===== src/rtl/arr_mult_pipe.sv =====
// Pipelined WIDTH x WIDTH array multiplier: carry-save rows of full-adder cells, ripple final adder,
// STAGES register stages with valid/ready handshakes and full-pipeline stall on back-pressure.
module arr_mult_pipe #(
  parameter int WIDTH  = 4,
  parameter int STAGES = 2
) (
  input  logic                 clk,
  input  logic                 rst_n,
  input  logic                 in_valid,
  output logic                 in_ready,
  input  logic [WIDTH-1:0]     a,
  input  logic [WIDTH-1:0]     b,
  input  logic                 is_signed,
  output logic                 out_valid,
  input  logic                 out_ready,
  output logic [2*WIDTH-1:0]   p
);

  localparam int PW = 2 * WIDTH;

  // Baugh-Wooley correction: +1 at column WIDTH and +1 at column 2*WIDTH-1.
  localparam logic [PW-1:0] BW_CONST = (PW'(1) << WIDTH) | (PW'(1) << (PW - 1));

  typedef struct packed {
    logic             valid;
    logic             sgn;
    logic [WIDTH-1:0] op_a;
    logic [WIDTH-1:0] op_b;
    logic [PW-1:0]    sum;
    logic [PW-1:0]    carry;
  } stage_t;

  stage_t stg_q [STAGES];
  stage_t src   [STAGES];
  stage_t stg_d [STAGES];
  logic   en;

  // First array row handled by stage s; stage s covers rows row_lo(s) .. row_lo(s+1)-1.
  function automatic int row_lo(input int s);
    return (s * WIDTH) / STAGES;
  endfunction

  // One row of full-adder cells folding partial product a & {WIDTH{b[row]}} into sum/carry.
  function automatic stage_t csa_row(input stage_t st, input int row);
    logic [PW-1:0] pp;
    logic [PW-1:0] maj;
    logic          pp_bit;
    stage_t        r;
    pp = '0;
    for (int j = 0; j < WIDTH; j++) begin
      pp_bit = st.op_a[j] & st.op_b[row];
      if (st.sgn && ((j == WIDTH - 1) != (row == WIDTH - 1))) pp_bit = ~pp_bit;
      pp[row + j] = pp_bit;
    end
    maj     = (st.sum & st.carry) | (st.sum & pp) | (st.carry & pp);
    r       = st;
    r.sum   = st.sum ^ st.carry ^ pp;
    r.carry = {maj[PW-2:0], 1'b0};
    return r;
  endfunction

  // Ripple adder resolving the carry-save pair; carry out of the top bit is discarded.
  function automatic logic [PW-1:0] ripple_add(input logic [PW-1:0] x, input logic [PW-1:0] y);
    logic [PW-1:0] res;
    logic          c;
    c = 1'b0;
    for (int i = 0; i < PW; i++) begin
      res[i] = x[i] ^ y[i] ^ c;
      c      = (x[i] & y[i]) | (x[i] & c) | (y[i] & c);
    end
    return res;
  endfunction

  assign en        = !stg_q[STAGES-1].valid || out_ready;
  assign in_ready  = en;
  assign out_valid = stg_q[STAGES-1].valid;
  assign p         = stg_q[STAGES-1].sum;

  // NOTE: every element is assigned on every pass through the block, so no latch is inferred.
  always_comb begin
    src[0]       = '0;
    src[0].valid = in_valid;
    src[0].sgn   = is_signed;
    src[0].op_a  = a;
    src[0].op_b  = b;
    src[0].sum   = is_signed ? BW_CONST : '0;
    for (int s = 1; s < STAGES; s++) src[s] = stg_q[s-1];
  end

  always_comb begin
    stage_t cur;
    for (int s = 0; s < STAGES; s++) begin
      cur = src[s];
      for (int r = 0; r < WIDTH; r++) begin
        if (r >= row_lo(s) && r < row_lo(s + 1)) cur = csa_row(cur, r);
      end
      if (s == STAGES - 1) begin
        cur.sum   = ripple_add(cur.sum, cur.carry);
        cur.carry = '0;
      end
      stg_d[s] = cur;
    end
  end

  // NOTE: the stage array is a set of pipeline registers, not a RAM, so it is reset along with the valid bits.
  always_ff @(posedge clk or negedge rst_n) begin
    if (!rst_n) begin
      for (int s = 0; s < STAGES; s++) stg_q[s] <= '0;
    end else if (en) begin
      for (int s = 0; s < STAGES; s++) stg_q[s] <= stg_d[s];
    end
  end

endmodule

===== config.mk =====
export PLATFORM = sky130hd
export DESIGN_NAME = arr_mult_pipe
export DESIGN_NICKNAME = d
export VERILOG_FILES = /design/src/rtl/arr_mult_pipe.sv
export SDC_FILE = /design/constraint.sdc
export NUM_CORES = 1
export LEC_CHECK = 0
export CORE_MARGIN = 2
export CORE_UTILIZATION = 47
export DETAILED_ROUTE_END_ITERATION = 8
export GPL_TIMING_DRIVEN = 0
export PLACE_DENSITY = 0.76
export SKIP_LAST_GASP = 1
export SYNTH_ARGS = -nofsm -noshare
export SYNTH_HDL_FRONTEND = slang
export SYNTH_SLANG_ARGS = --single-unit

===== constraint.sdc =====
create_clock -name clk -period 3 [get_ports clk]
set_input_delay 0.6 -clock clk [delete_from_list [all_inputs] [get_ports clk]]
set_output_delay 0.6 -clock clk [all_outputs]
set_load 0.02 [all_outputs]

==> impl_metrics.ini <==
[run_status]
status = finished with violations
violations = setup timing

[grt]
gr-usage-met1 = 0.223
grt_max_degree = 27
met2_usage = 0.297
top_usage_layer = met2
antenna_found_initial = 0
overflow = 0
grt_use_total = 0.178
met3_usage = 0.0197
grt_pass1_vias = 933
grt_pass1_wl_mm = 4.49

[yosys]
syn_area_mm2 = 0.00143
synth_cells = 108
ys_types = 17
ys_seq_area_frac = 0.455
syn_area_per_cell_um2 = 13.3
yosys_warnings = 0
syn_nets = 135
synth-seq-cells = 26

[timing]
slew_headroom = 0.239
tightest_slew_ps = 1140
report.final.slew_viol_count = 0
rsz0062_at_grt = yes
min_period_ps = 3140
clock_skew_ps = 6.49
finalCritPeriodShare = 1.05
fmax_ghz = 0.318
setup_viol = 1
hold_viol = 0
setup_slack_ps = -143
whs_ps = 489

[setup_path]
cp_num_buf_inv = 2
crit_arrival_ps = 3380
setup.worst_path.end_class = flip-flop
worstSetupStartpointType = flip-flop
crit_type = reg2reg
crit_fanout = 2
cp.required_ps = 3240
critPathTopFamily = adder cells
critPathMaxStageDelay_ps = 540
cp_slowest_cell = fa_1
cp_cell_sequence = and2_4 > fa_1 > inv_2 > fa_1 > inv_1 > ha_2 > fa_2 > fa_2 > xor3_1 > mux2_4

[detailed_routing]
viasPerCell = 4.99
drtIter0Drc = 8
via_count = 844
ant_nets = 0
drcViolationCount = 0
first_pass_iters = 3
wl_per_cell_um = 15.3
routed_wl_mm = 2.59

[cts]
clk_path_buf_depth = 2
htreeDepth = 1
clkLatencyLatePin_ps = 340
cts_root_buffer = clkbuf_4
clock-sinks = 26
tritoncts = yes
cts_made_buffers = 3
clk_pin_slew_ps = 150

[floorplanning]
die_area_mm2 = 0.00350
io_pins = 23
row_count = 20
start_util = 0.481
die_x_um = 59.2
core-area_mm2 = 0.00298
die_h_um = 59.2

[worst_hold_path]
hp-class = reg2reg

[cells_and_area]
fillers = 243
insertedDiodeCount = 0
nets = 164
postLayoutCoreUtil = 0.596
area_growth_pct = 24.0
drive_above_1_share = 0.272

[pwr]
cellLeakagePower_nw = 0.826
power_frac_seq = 0.376
intPower_mw = 0.855
switching_share = 0.317
pwr-share-comb = 0.426
p_sw_mw = 0.396
peakVddDrop_mv = 0.316
clkPwrFrac = 0.199
power_density_mw_per_mm2 = 705

[job]
maxCapViolations = 0

[place]
port_buffers = 22
place_congestion = 0.755
dpl.hpwl_mm = 1.91
-- repair_timing --
action,in CTS,in global routing
setup endpoints to repair,2,2
resized for setup,1,3
buffers inserted,2,0
hold buffers,0,0
-- per-layer routing --
layer  routed length, µm  up-vias
li1                    -      399
met1                1140      421
met2                1300       17
met3                  66        7
met4                  84        0
met5                   0        -
-- Yosys cell counts (all sizes together) --
| cell | instances | area (µm²) |
|---|---|---|
| buf | 4 | 45.0 |
| xor2 | 2 | 17.5 |
| nand2b | 2 | 12.5 |
| a21boi | 1 | 7.51 |
| and2 | 8 | 50.1 |
| inv | 13 | 48.8 |
| mux2i | 2 | 20.0 |
| nand2 | 8 | 30.0 |
| fa | 8 | 160 |
| xnor2 | 3 | 26.3 |
| ha | 6 | 75.1 |
| xor3 | 1 | 23.8 |
| a21oi | 1 | 5.00 |
| dfrtp | 26 | 651 |
| mux2 | 22 | 251 |
| nor3b | 1 | 7.51 |
-- cell usage in the layout, fill, tap and decap left out --
| master | Yosys | routed |
|---|---|---|
| fa_2 | 0 | 2 |
| clkbuf_4 | 0 | 3 |
| mux2_4 | 1 | 2 |
| nand2_1 | 8 | 8 |
| clkdlybuf4s50_1 | 0 | 22 |
| a21boi_0 | 1 | 1 |
| and2_4 | 0 | 1 |
| xor2_1 | 2 | 2 |
| buf_6 | 4 | 4 |
| ha_1 | 6 | 5 |
| xor3_1 | 1 | 1 |
| nand2b_1 | 2 | 2 |
| nor3b_1 | 1 | 1 |
| and2_1 | 8 | 7 |
| ha_2 | 0 | 1 |
| inv_2 | 0 | 1 |
| mux2_2 | 21 | 20 |
| xnor2_1 | 3 | 3 |
| buf_4 | 0 | 2 |
| a21oi_1 | 1 | 1 |
| inv_1 | 13 | 12 |
| mux2i_1 | 2 | 2 |
| bufinv_16 | 0 | 1 |
| dfrtp_1 | 26 | 26 |
| fa_1 | 8 | 6 |
-- worst register-to-register path, delay by kind of cell (launching register included) --
| family | cells | cell delay, ps |
|---|---|---|
| AND/OR/NAND/NOR | 1 | 170 |
| buffers and inverters | 2 | 90 |
| XOR/XNOR | 1 | 210 |
| flip-flops | 1 | 420 |
| multiplexers | 1 | 260 |
| adder cells (fa/ha/maj) | 5 | 1890 |
-- stage by stage --
stage,area (µm²),total power [mW],worst slack (ps),setup TNS [ps],instances
after floorplan,1440,0.798,-11.8,-11.8,108
after global placement,1700,0.959,-114,-114,163
after detailed placement,1700,0.992,-216,-262,163
after CTS,1770,1.25,-153,-153,169
after global routing,1770,1.34,-216,-278,169
final,1770,1.25,-143,-143,169
-- kinds of logic after synthesis --
| family | synth area share |
|---|---|
| flip-flops | 0.455 |
| multiplexers | 0.190 |
| AND/OR/NAND/NOR | 0.0699 |
| buffers and inverters | 0.0656 |
| adder cells (fa/ha/maj) | 0.164 |
| XOR/XNOR | 0.0472 |
| AO/OA/AOI/OAI | 0.00874 |
-- power groups by stage --
stage,Clock [mW],Sequential [mW],Combinational (mW)
3_5_place_dp,0,0.479,0.514
6_report,0.249,0.470,0.532
3_3_place_gp,0,0.475,0.484
5_1_grt,0.264,0.482,0.592
4_1_cts,0.249,0.470,0.531
2_1_floorplan,0,0.529,0.269
-- path summary, 6_finish.rpt --
| check | cells past startpoint | to | start | slack [ps] |
|---|---|---|---|---|
| setup / recovery | 10 | p[7]$_DFFE_PN0P_ | src[22]$_DFFE_PN0P_ | -140 |
| hold / removal | 1 | out_valid$_DFFE_PN0P_ | src[25]$_DFFE_PN0P_ | 490 |
| setup reg to reg | 10 | p[7]$_DFFE_PN0P_ | src[22]$_DFFE_PN0P_ | -140 |
| hold reg to reg | 1 | out_valid$_DFFE_PN0P_ | src[25]$_DFFE_PN0P_ | 490 |
| max in group asynchronous | 1 | p[7]$_DFFE_PN0P_ | rst_n | 1470 |
| min in group asynchronous | 1 | out_valid$_DFFE_PN0P_ | rst_n | 850 |
-- final cells by class --
cell class                      count  area, µm²  area share
Sequential cell                    26        651       0.367
Multi-Input combinational cell     65        701       0.395
Clock buffer                        3       22.5      0.0127
Tap cell                           33       41.3      0.0233
Inverter                           13       48.8      0.0275
Clock inverter                      1       30.0      0.0169
Timing Repair Buffer               24        235       0.133
Buffer                              4       45.0      0.0254
-- registers in the layout, indices dropped and copies added (netlist names) --
name / cells
src: 17
out_valid: 1
p: 8
Power figures use the tool's default switching activity.
